File: src/rtl/link_fifo_pkg.sv
// Shared link definitions: token width, handshake roles, and FIFO occupancy decode.
package link_fifo_pkg;

    localparam int unsigned LINK_TOKEN_WIDTH = 32;

    // Which side of a valid/ready pair a port plays; shared with interconnect blocks.
    localparam logic HS_ROLE_SOURCE = 1'b0;
    localparam logic HS_ROLE_SINK   = 1'b1;
    localparam logic LINK_FIFO_RECEIVE_ROLE = HS_ROLE_SINK;
    localparam logic LINK_FIFO_SEND_ROLE    = HS_ROLE_SOURCE;

    localparam logic [1:0] OCC_EMPTY   = 2'd0;
    localparam logic [1:0] OCC_PARTIAL = 2'd1;
    localparam logic [1:0] OCC_FULL    = 2'd2;

    function automatic logic [1:0] occ_decode(input int unsigned count, input int unsigned depth);
        if (count == 0)
            return OCC_EMPTY;
        else if (count >= depth)
            return OCC_FULL;
        else
            return OCC_PARTIAL;
    endfunction

endpackage

File: src/rtl/link_fifo_ptr.sv
// Wrapping FIFO pointer, 0..DEPTH-1, with advance enable and synchronous clear.
module link_fifo_ptr #(
    parameter int unsigned DEPTH = 4,
    parameter int unsigned PTR_W = (DEPTH > 2) ? $clog2(DEPTH) : 1
) (
    input  logic             clk,
    input  logic             rst,
    input  logic             advance,
    output logic [PTR_W-1:0] ptr
);

    always_ff @(posedge clk) begin
        if (rst)
            ptr <= '0;
        else if (advance) begin
            // Explicit wrap so non-power-of-2 depths never reach an unused slot.
            if (ptr == PTR_W'(DEPTH - 1))
                ptr <= '0;
            else
                ptr <= ptr + PTR_W'(1);
        end
    end

endmodule

File: src/rtl/link_fifo.sv
// First-word-fall-through FIFO on the one-way token link, between interconnect and consumer.
module link_fifo
    import link_fifo_pkg::*;
#(
    parameter int unsigned DATA_WIDTH = LINK_TOKEN_WIDTH,
    parameter int unsigned DEPTH      = 4,
    parameter int unsigned CNT_WIDTH  = 3
) (
    input  logic                  CLK,
    input  logic                  RST,
    input  logic                  RECEIVE_VALID,
    input  logic [DATA_WIDTH-1:0] RECEIVE_DATA,
    output logic                  RECEIVE_READY,
    output logic                  SEND_VALID,
    output logic [DATA_WIDTH-1:0] SEND_DATA,
    input  logic                  SEND_READY,
    output logic [CNT_WIDTH-1:0]  COUNT
);

    localparam int unsigned PTR_W = (DEPTH > 2) ? $clog2(DEPTH) : 1;

    logic [DATA_WIDTH-1:0] mem [DEPTH];
    logic [PTR_W-1:0]      rd_ptr;
    logic [PTR_W-1:0]      wr_ptr;
    logic [CNT_WIDTH-1:0]  count;
    logic [1:0]            occ;
    logic                  push;
    logic                  pop;

    // Ready/valid depend on count alone, so there is no combinational path through the block.
    always_comb begin
        occ           = occ_decode(32'(count), DEPTH);
        RECEIVE_READY = (occ != OCC_FULL);
        SEND_VALID    = (occ != OCC_EMPTY);
        push          = RECEIVE_VALID && RECEIVE_READY;
        pop           = SEND_VALID && SEND_READY;
        SEND_DATA     = mem[rd_ptr];
        COUNT         = count;
    end

    link_fifo_ptr #(.DEPTH(DEPTH), .PTR_W(PTR_W)) u_wr_ptr (
        .clk     (CLK),
        .rst     (RST),
        .advance (push),
        .ptr     (wr_ptr)
    );

    link_fifo_ptr #(.DEPTH(DEPTH), .PTR_W(PTR_W)) u_rd_ptr (
        .clk     (CLK),
        .rst     (RST),
        .advance (pop),
        .ptr     (rd_ptr)
    );

    always_ff @(posedge CLK) begin
        if (RST) begin
            for (int unsigned i = 0; i < DEPTH; i++)
                mem[i] <= '0;
        end else if (push) begin
            mem[wr_ptr] <= RECEIVE_DATA;
        end
    end

    always_ff @(posedge CLK) begin
        if (RST)
            count <= '0;
        else begin
            case ({push, pop})
                2'b10:   count <= count + CNT_WIDTH'(1);
                2'b01:   count <= count - CNT_WIDTH'(1);
                default: count <= count;
            endcase
        end
    end

endmodule
File: config.mk
export PLATFORM = sky130hd
export DESIGN_NAME = link_fifo
export DESIGN_NICKNAME = d
export VERILOG_FILES = /design/src/rtl/link_fifo_pkg.sv /design/src/rtl/link_fifo_ptr.sv /design/src/rtl/link_fifo.sv
export SDC_FILE = /design/constraint.sdc
export NUM_CORES = 1
export LEC_CHECK = 0
export CORE_AREA = 4 4 110 112
export DETAILED_ROUTE_END_ITERATION = 16
export DIE_AREA = 0 0 114 116
export PLACE_DENSITY = 0.87
export SYNTH_ARGS = -nofsm -noshare
export SYNTH_HDL_FRONTEND = slang
export SYNTH_SLANG_ARGS = --single-unit
File: constraint.sdc
create_clock -name CLK -period 2.8 [get_ports CLK]
set_input_delay 0.7 -clock CLK [delete_from_list [all_inputs] [get_ports CLK]]
set_output_delay 0.7 -clock CLK [all_outputs]
set_load 0.005 [all_outputs]
# Word-level counts from Yosys, hierarchy flattened
# Memory sizes are Yosys's and may differ from the RTL's. A register that Yosys moved wholly into a read port is not among the register bits.
# Cells that the tools add are included.
[totals]
reg_bits = 7
mem_bits_rw = 128
in_bits = 36
mem_count = 1
[op_classes]
add_sub_neg = 4
n_lt_le_gt_ge = 1
eq_ne = 5
mux = 15
n_reduce_logical = 6
[mem_list]
columns = ["name", "depth", "word_bits", "read_ports", "rd_clocked_by_memory_dff", "write_ports", "line", "rtl"]
rows = [
  ["mem", 4, 32, 1, 1, 4, "link_fifo.sv:22", "logic [DATA_WIDTH-1:0] mem [DEPTH];"],
]
[op_table]
columns = ["operator", "count"]
rows = [
  ["$mux 32", 1],
  ["$reduce_or 32->1", 1],
  ["$mux 2", 7],
  ["$eq 2x2->1 const B", 3],
  ["$mux 1", 6],
  ["$pmux 3 s2", 1],
  ["$add 2x1->2 const B", 2],
  ["$reduce_bool 2->1", 2],
  ["$add 3x1->3 const B", 1],
  ["$ge 3x3->1 const B", 1],
  ["$logic_not 3->1", 1],
  ["$sub 3x1->3 const B", 1],
  ["$eq 2x1->1 const B", 1],
  ["$logic_and 1x1->1", 2],
  ["$ne 2x2->1 const B", 1],
]

# Longest topological paths before layout
# Gate-level depths: netlist of run 1.
[depth]
ltp_word = 10
mapped_depth = 8
ltp_nobuf = 8

# Modules after synthesis
# From an unflattened synthesis of run 1, not the netlist that was laid out.
[unflattened]
hier_cells = 390
area_unflattened_um2 = 6013.3
[by_module_without_submodules]
columns = ["mod", "instances", "cells_per_inst", "area_each_um2", "seq_area_each_um2"]
rows = [
  ["link_fifo", 1, 374, 5840.6, 3903.7],
  ["link_fifo_ptr", 2, 8, 86.3, 40.0],
]

# Worst setup path after synthesis of run 1
# Ideal clock, no wire load.
[synth_path]
kind = "input to register"
from = "input RECEIVE_VALID"
to = "register count[2] (netlist: COUNT[2])"
setup_time_ns = 0.070
arrival_time_ns = 2.101
t_required_ns = 2.730
path_slack_ns = 0.629
cell_stages = 8
n_path_buf = 0
path_cell_list = "nor2b_2 > inv_2 > ha_1 > inv_1 > fa_1 > xor2_1 > or3_1 > a21oi_1"
[synth_via]
elab_chain_cells = 3
[synth_rtl]
columns = ["item", "line", "rtl"]
rows = [
  ["start: declaration", "link_fifo.sv:11", "input logic RECEIVE_VALID,"],
  ["$logic_and 1x1->1 (*)", "link_fifo.sv:35", "push = RECEIVE_VALID && RECEIVE_READY;"],
  ["$eq 2x1->1 or $eq 2x2->1 (tied branches)", "link_fifo.sv:68", "case ({push, pop})"],
  ["$pmux 3 s2 or $reduce_bool 2->1 (tied branches)", "--", ""],
  ["end signal: assignment", "link_fifo.sv:69", "2'b10: count <= count + CNT_WIDTH'(1);"],
  ["end signal: assignment", "link_fifo.sv:70", "2'b01: count <= count - CNT_WIDTH'(1);"],
  ["end signal: assignment", "link_fifo.sv:71", "default: count <= count;"],
  ["end: declaration", "link_fifo.sv:25", "logic [CNT_WIDTH-1:0] count;"],
]
# Every way passes the cells marked *; elsewhere a longest branch is shown, timed or not.
# A chain may end at the register's enable or synchronous reset.

==> results of run 1 <==
[metrics by stage]
step                      area, um2  cells  total power, mW  setup WS (ps)
after CTS                      7560    602             6.30           41.3
after detailed placement       6960    570             4.07           90.3
final                          7590    603             6.29           79.0
after floorplan                5960    359             3.35            629
after global routing           7590    603             6.55           17.5
after global placement         6960    570             4.02            160
[worst max-delay path, cell delays in order, from the launching register on]
cell	delay, ps
dfxtp_2	400
clkbuf_16	230
mux4_2	520
clkdlybuf4s50_1	460
[layout make-up]
class,instances,area [um2],area share
Multi-Input combinational cell,196,1830,0.241
Clock buffer,17,425,0.0560
Clock inverter,15,176,0.0232
Timing Repair Buffer,89,932,0.123
Tap cell,143,179,0.0236
Sequential cell,137,4030,0.530
Inverter,6,22.5,0.00297
[sequential cells by signal (all words and copies together), names as in the netlist, named ones only]
signal,count
COUNT,3
mem,128
u_rd_ptr.ptr,2
u_wr_ptr.ptr,2
[how the worst min path moves through the flow]
stage	cells after the start	startpoint	slack [ps]	to
floorplan	2	u_rd_ptr.ptr[0]	460	register
global route	2	u_rd_ptr.ptr[0]	540	register
global placement	2	u_rd_ptr.ptr[0]	470	register
finish	2	u_rd_ptr.ptr[0]	490	register
CTS	2	u_rd_ptr.ptr[0]	500	register
detailed placement	2	u_rd_ptr.ptr[0]	490	register
[metal layers]
metal  up-vias  GRT usage
li1       1493          -
met1      1644      0.238
met2       107      0.324
met3        11     0.0507
met4         0     0.0530
met5         -          0
[where the power goes]
group / switching [mW] / internal (mW)
Combinational: 0.575 / 0.864
Clock: 0.840 / 1.40
Sequential: 0.122 / 2.49
[placed cells by master, fill, tap and decap left out, drive strengths merged]
cell and instances:
clkinvlp 4, xor2 2, ha 3, dfxtp 9, edfxtp 128, nor2b 1, nand2 3, nor4b 2
nand2b 1, mux2i 2, or3 2, and2 128, a31o 1, clkdlybuf4s50 72, mux4 32, or2 3
nand3 1, bufinv 3, clkinv 7, o21ai 1, nor2 7, o31ai 1, inv 7, fa 1
clkbuf 18, nor4 1, buf 16, a21oi 4
[logic make-up after synthesis]
kind of cell | after synthesis | share of synthesized area
AOI/OAI and AO/OA | 7 | 0.00777
adders and majority gates | 4 | 0.00966
and+or+nand+nor | 149 | 0.162
buffers and inverters | 26 | 0.0178
DFF | 137 | 0.675
xor gates and xnor gates | 2 | 0.00294
muxes | 34 | 0.124
==> impl_metrics.csv, run 1 <==
group,metric,value,unit
power,pwr_density_cell,828,nW/um2
worst_setup_path,crit_path_end_kind,"output port",
routing,drt-initial-drc-count,189,
grt,antenna_found_initial,0,
clock_tree,cts_tree,"done",
worst_setup_path,critPathKind,"register to output port",
layout,nets,487,
clock_tree,path_clk_slew,60,ps
yosys,synth_cell_types,28,
yosys,ys_warn_count,0,
yosys,ys_seq_elements,137,
clock_tree,clk_path_buf_depth,2,
routing,drt_first_pass_iters,4,
sta,maxSlewViolCount,0,
worst_setup_path,cp.arrival,2020,ps
sta,timing.hold.ws,494,ps
layout,area_growth_syn_to_layout,27.4,%
status,status,"complete, no violations",
worst_setup_path,crit_end,"SEND_DATA[12]",
die,die_h,116,um
routing,wl_met2,6.10,mm
placement,gp_congestion,0.742,
routing,top_layer,"met4",
worst_setup_path,crit_fanout,13,
clock_tree,cts_setup_buffers,0,
sta,setup_viol,0,
job,cap_violations,0,
die,num_io_pins,73,
clock_tree,clock_sink_count,137,
yosys,yosys_most_used_dff,"edfxtp_1",
sta,rsz0062_at_grt,"false",
sta,worst_slew_pin_slew,500,ps
clock_tree,htreeDepth,4,
routing,drc,0,
die,fp.dieW,114,um
sta,period_needed,2720,ps
clock_tree,cts_resized,0,
clock_tree,hold_buffers,0,
yosys,synth_area_leader_cell,"edfxtp_1",
layout,antenna_cells,0,
sta,skew,11.7,ps
yosys,synth_edf_count,128,
clock_tree,cts-root-buf,"clkbuf_16",
layout,drive_above_1_share,0.202,
die,start_util,0.531,
die,rows,39,
yosys,syn_area,5960,um2
grt,grt_pass1_wl,18.5,mm
routing,m1WireLength,4.72,mm
sta,hold_viol_final,0,
worst_setup_path,critPathLaunchType,"register",
yosys,syn_nets,399,
grt,track_usage,0.188,
worst_setup_path,reg2reg_slack,600,ps
die,die-area,13200,um2
sta,setup-tns-final,0,ps
yosys,synth-async-reset-ratio,0,
routing,wl_per_cell,19.4,um
routing,wl_met3,742,um
routing,routed-via-count,3255,
die,coreArea,11200,um2
yosys,ys_top_cells_by_area,"edfxtp_1 64%, and2_1 13%, mux4_2 12%, dfxtp_1 3.0%, nor4b_4 0.80%",
yosys,netlist_instances,359,
yosys,synth_area_per_cell,16.6,um2
layout,final_util,0.676,
routing,avgViaCountPerCell,5.40,
routing,drt_wl_total,11.7,mm
yosys,synth_top_area_share,0.645,
grt,overflow,0,
sta,timing.final.crit_share,0.972,
placement,post-dp-hpwl,7.02,mm
yosys,ys_seq_area_frac,0.675,
placement,port-buffer-count,72,
grt,grt_pass1_vias,3541,
worst_setup_path,rr_startpoint,"COUNT[2]",
clock_tree,clock_latency,410,ps
grt,grt_max_degree,33,
power,power.leakage,2.76,nW
yosys,synth_commonest_cells,"128 x and2_1, 128 x edfxtp_1, 32 x mux4_2",
worst_setup_path,r2r_cells,8,
power,vdd_drop_max,0.500,mV
routing,ant_nets,0,
hold_path,hold_path.class,"register to register",
sta,max_freq,0.368,GHz
sta,max_slew_margin,0.666,
layout,fillers,764,
worst_setup_path,required,2100,ps
worst_setup_path,r2r_end,"COUNT[2]",
clock_tree,cts_buffers,17,
Power figures use the tool's default switching activity.
==> run 2, diff against run 1 <==
--- a/config.mk
+++ b/config.mk
@@ -5,10 +5,11 @@
 export SDC_FILE = /design/constraint.sdc
 export NUM_CORES = 1
 export LEC_CHECK = 0
-export CORE_AREA = 4 4 110 112
+export CORE_AREA = 4 4 115 117
 export DETAILED_ROUTE_END_ITERATION = 16
-export DIE_AREA = 0 0 114 116
-export PLACE_DENSITY = 0.87
+export DIE_AREA = 0 0 119 121
+export PLACE_DENSITY = 0.84
 export SYNTH_ARGS = -nofsm -noshare
 export SYNTH_HDL_FRONTEND = slang
 export SYNTH_SLANG_ARGS = --single-unit
+export TNS_END_PERCENT = 100
==> constraint.sdc (replaced) <==
create_clock -name CLK -period 2.3 [get_ports CLK]
set_input_delay 0.575 -clock CLK [delete_from_list [all_inputs] [get_ports CLK]]
set_output_delay 0.575 -clock CLK [all_outputs]
set_load 0.005 [all_outputs]
==> run 2 against run 1 <==
Compared with the run above:
- the flow now finishes with violations (setup timing)
- die area is 8.9% higher
- power is 24% higher
- critical path depth grew 1
- utilization decreased by 4.9 points
- hold slack improved by 7.7 ps
- cell count rose by 7.8%
- routed wire length increased by 8.3%
- global-route usage grew 0.24 points
- count of clock-buffer cells in the layout increased by 1
- sequential power is 22% higher
- critical path type unchanged
==> impl_metrics.csv, run 2 (same netlist as run 1, synthesis figures left out) <==
group,metric,value,unit
status,status,"complete, but fails checks",
status,violations,"setup timing",
clock_tree,clock_sink_count,137,
sta,hold_viol_final,0,
routing,drt-initial-drc-count,215,
clock_tree,cts_buffers,17,
placement,dpl-instance-area,7120,um2
die,rows,41,
die,start_util,0.482,
sta,setup-tns-final,-252,ps
sta,worst_slack,-44.9,ps
worst_setup_path,cp.arrival,1770,ps
layout,postLayoutCellArea,7750,um2
layout,largest_reg_flops,128,
die,num_io_pins,73,
grt,grt_pass1_vias,3742,
worst_setup_path,critPathLaunchType,"register",
sta,timing.hold.ws,502,ps
layout,top_register,"mem",
die,die_h,121,um
worst_setup_path,required,1730,ps
placement,port-buffer-count,72,
worst_setup_path,crit_fanout,7,
clock_tree,cts_tree,"done",
sta,period_needed,2340,ps
clock_tree,htreeDepth,4,
grt,track_usage,0.191,
placement,post-dp-hpwl,7.34,mm
grt,grt_pass1_wl,20.3,mm
layout,drive_above_1_share,0.301,
clock_tree,clk_path_buf_depth,2,
grt,overflow,0,
sta,rsz0062_at_grt,"true",
clock_tree,clock_latency,410,ps
placement,gp_congestion,0.740,
layout,nets,505,
routing,drt_wl_total,12.6,mm
routing,drt_first_pass_iters,5,
sta,skew,10.3,ps
sta,max_slew_margin,0.766,
layout,area_growth_syn_to_layout,30.1,%
layout,final_util,0.627,
layout,layout_common_cells,"128 x and2_1, 128 x edfxtp_1, 40 x clkdlybuf4s50_1",
power,pwr_density_cell,1000,nW/um2
sta,worst_slew_pin_slew,351,ps
layout,final_cells,650,
job,cap_violations,0,
die,fp.dieW,119,um
routing,avgViaCountPerCell,5.11,
hold_path,hold_path.class,"register to register",
placement,dp.cells,609,
power,power.leakage,2.92,nW
grt,grt_max_degree,33,
die,coreArea,12400,um2
clock_tree,cts-root-buf,"clkbuf_16",
layout,antenna_cells,0,
routing,wl_per_cell,19.5,um
grt,antenna_found_initial,0,
routing,routed-via-count,3319,
clock_tree,path_clk_slew,60,ps
power,vdd_drop_max,0.550,mV
sta,timing.final.crit_share,1.02,
sta,setup_viol,11,
routing,ant_nets,0,
routing,drc,0,
worst_setup_path,critPathKind,"register to output port",
sta,max_freq,0.426,GHz
die,die-area,14400,um2
sta,maxSlewViolCount,0,
worst_setup_path,crit_path_end_kind,"output port",
[run 2: cell count changes in the layout (fill, tap and decap cells not counted), moves of 2 or more]
| cell | delta |
|---|---|
| clkdlybuf4s50_1 | -32 |
| inv_6 | +4 |
| clkinv_4 | -2 |
| buf_12 | +9 |
| buf_4 | +5 |
| buf_6 | +5 |
| buf_8 | +2 |
| buf_2 | +28 |
| clkinv_1 | -2 |
[run 2: area by class of cell]
class	count	area [um2]
inverter	6	22.5
fill	907	4610
clock buffer	18	429
sequential	137	4030
clock inverter	14	163
tap	172	215
multi-input combinational	196	1830
timing repair buffer	107	1060
[run 2: metal layers]
metal / vias to the layer above / GRT usage / share of wire
li1: 1535 / - / -
met5: - / 0 / 0
met4: 0 / 0.0514 / 0.0079
met3: 8 / 0.0597 / 0.051
met2: 91 / 0.341 / 0.55
met1: 1685 / 0.223 / 0.39
[run 2: per-stage QoR]
step,worst slack (ps),power (mW)
2_1_floorplan,254,4.08
3_3_place_gp,-117,5.00
3_5_place_dp,-229,5.05
4_1_cts,-92.5,7.90
5_1_grt,-121,8.13
6_report,-44.9,7.78
[run 2: worst paths after layout]
check	startpoint	endpoint	slack, ps	depth (start not counted)
min	u_rd_ptr.ptr[0]	register	500	2
min reg2reg	u_rd_ptr.ptr[0]	register	500	2
max reg2reg	COUNT[2]	COUNT[2]	360	8
max	register	SEND_DATA[15]	-40	4
[run 2: what timing repair did]
action | CTS | global route
cloned | 3 | 0
hold buffers | 0 | 0
endpoints found under the hold margin | 0 | 0
endpoints found under the setup margin | 32 | 28
gates resized for setup | 136 | 5
setup buffers | 8 | 0
[run 2: power by group]
part	total (mW)	leakage (nW)	switching, mW	internal [mW]
Clock	2.70	0.276	1.07	1.62
Combinational	1.90	1.24	0.784	1.12
Sequential	3.18	1.40	0.144	3.03
Total	7.78	2.92	2.00	5.78
[run 2: critical path, stage by stage (launching register included)]
cell and delay, ps:
dfxtp_4 450, buf_8 170, buf_6 100, mux4_2 500
buf_2 150
==> run 3, diff against run 2 <==
--- a/config.mk
+++ b/config.mk
@@ -9,6 +9,7 @@
 export DETAILED_ROUTE_END_ITERATION = 16
 export DIE_AREA = 0 0 119 121
 export PLACE_DENSITY = 0.84
+export RECOVER_POWER = 25
 export SYNTH_ARGS = -nofsm -noshare
 export SYNTH_HDL_FRONTEND = slang
 export SYNTH_SLANG_ARGS = --single-unit
==> run 3 against run 2 <==
Compared with the run above:
- the run still ends with setup timing left
- setup slack lost 2.0 ps
- sequential power is essentially flat
- cell count is the same
- power shrank 0.56%
- routed wire length grew 0.20%
- die area is the same
- clock skew is essentially flat
- utilization shrank 0.59 points
- register-to-register slack is essentially flat
- largest cell class unchanged
- clock power is essentially flat
- via count grew 0.87%
==> impl_metrics.csv, run 3 (same netlist as run 1, synthesis figures left out) <==
group,metric,value,unit
power,p_seq_frac,0.410,
clock_tree,clock_latency,410,ps
placement,pre_cts_ws,-229,ps
layout,nets,505,
routing,avgViaCountPerCell,5.15,
layout,area_growth_syn_to_layout,28.8,%
routing,drt_first_pass_iters,4,
sta,hold_viol_final,0,
clock_tree,clk_path_buf_depth,2,
sta,period_needed,2350,ps
layout,antenna_cells,0,
clock_tree,cts_buffers,17,
layout,layout_common_cells,"128 x edfxtp_1, 113 x and2_1, 38 x clkdlybuf4s50_1",
sta,max_slew_margin,0.561,
placement,dpl-instance-area,7120,um2
sta,max_freq,0.426,GHz
power,power.leakage,2.88,nW
clock_tree,hold_buffers,0,
sta,setup-tns-final,-265,ps
job,cap_violations,0,
clock_tree,cts-root-buf,"clkbuf_16",
layout,final_cells,650,
power,switching_share,0.258,
routing,drt-initial-drc-count,209,
layout,final_common_cell,"edfxtp_1",
sta,skew,10.4,ps
die,coreArea,12400,um2
worst_setup_path,critPathKind,"register to output port",
sta,worst_slack,-46.9,ps
layout,postLayoutCellArea,7680,um2
sta,timing.hold.ws,506,ps
sta,setup_viol,11,
clock_tree,htreeDepth,4,
layout,final_util,0.621,
routing,ant_nets,0,
power,intPower,5.74,mW
layout,drive_above_1_share,0.285,
die,num_io_pins,73,
power,vdd_drop_max,0.550,mV
die,fp.dieW,119,um
worst_setup_path,critPathLaunchType,"register",
layout,largest_reg_flops,128,
power,clock_power_share,0.350,
power,combPwrFrac,0.240,
placement,gp_congestion,0.740,
sta,maxSlewViolCount,0,
sta,rsz0062_at_grt,"true",
worst_setup_path,crit_path_end_kind,"output port",
routing,wl_per_cell,19.5,um
sta,worst_slew_pin_slew,659,ps
status,violations,"setup timing",
grt,grt_pass1_vias,3742,
routing,drt_wl_total,12.7,mm
power,switchingPower,2.00,mW
die,rows,41,
placement,port-buffer-count,72,
die,die-area,14400,um2
routing,drc,0,
power,pwr_density_cell,1010,nW/um2
sta,timing.final.crit_share,1.02,
die,start_util,0.482,
status,status,"complete, but fails checks",
clock_tree,path_clk_slew,60,ps
routing,routed-via-count,3348,
grt,antenna_found_initial,0,
placement,post-dp-hpwl,7.34,mm
placement,dp.cells,609,
power,total_power,7.74,mW
clock_tree,clock_sink_count,137,
layout,top_register,"mem",
grt,grt_max_degree,33,
worst_setup_path,cp.arrival,1770,ps
grt,overflow,0,
grt,grt_pass1_wl,20.3,mm
die,die_h,121,um
grt,track_usage,0.191,
hold_path,hold_path.class,"register to register",
worst_setup_path,required,1730,ps
worst_setup_path,crit_fanout,7,
clock_tree,cts_tree,"done",
[run 3: cell count changes in the layout (fill, tap and decap cells not counted), moves of 2 or more]
cell | previous run | this run
and2_0 | 0 | 15
and2_1 | 128 | 113
buf_12 | 14 | 11
buf_4 | 15 | 10
clkbuf_1 | 1 | 5
clkbuf_2 | 1 | 5
clkdlybuf4s50_1 | 40 | 38
dlygate4sd3_1 | 0 | 2
[run 3: layer usage]
layer  global-route usage  part of all wire  vias to the layer above  routed length (um)
met3               0.0597             0.046                       12                 589
met5                    0                 0                        -                   0
li1                     -                 -                     1535                   -
met2                0.341              0.55                       86                6980
met1                0.223              0.39                     1715                4960
met4               0.0514             0.012                        0                 148
[run 3: power by group through the flow]
| stage | logic (mW) | clock network (mW) | registers (mW) |
|---|---|---|---|
| global route | 2.02 | 2.86 | 3.20 |
| global placement | 1.82 | 0 | 3.18 |
| floorplan | 0.913 | 0 | 3.17 |
| detailed placement | 1.85 | 0 | 3.20 |
| finish | 1.85 | 2.71 | 3.17 |
| CTS | 1.99 | 2.74 | 3.17 |
[run 3: worst paths after layout]
| kind | from | end | slack, ps | depth (start not counted) |
|---|---|---|---|---|
| setup / recovery | register | SEND_DATA[15] | -50 | 4 |
| hold / removal | u_rd_ptr.ptr[0] | register | 510 | 2 |
| hold reg to reg | u_rd_ptr.ptr[0] | register | 510 | 2 |
| setup reg to reg | COUNT[2] | COUNT[2] | 370 | 8 |
[run 3: final cells by class]
type	count	area, um2
Clock inverter	14	163
Sequential cell	137	4030
Timing Repair Buffer	107	1000
Tap cell	172	215
Fill cell	921	4680
Multi-Input combinational cell	196	1820
Clock buffer	18	429
Inverter	6	22.5
[run 3: what timing repair did]
| item | in CTS | in global routing |
|---|---|---|
| endpoints found under the hold margin | 0 | 0 |
| buffers inserted | 8 | 0 |
| endpoints found under the setup margin | 32 | 28 |
| cloned | 3 | 0 |
| gates resized for setup | 136 | 5 |
[run 3: worst max-delay path, stage by stage (launching register included)]
cell and delay (ps):
dfxtp_4 450, buf_8 170, buf_6 100, mux4_2 500
buf_2 150
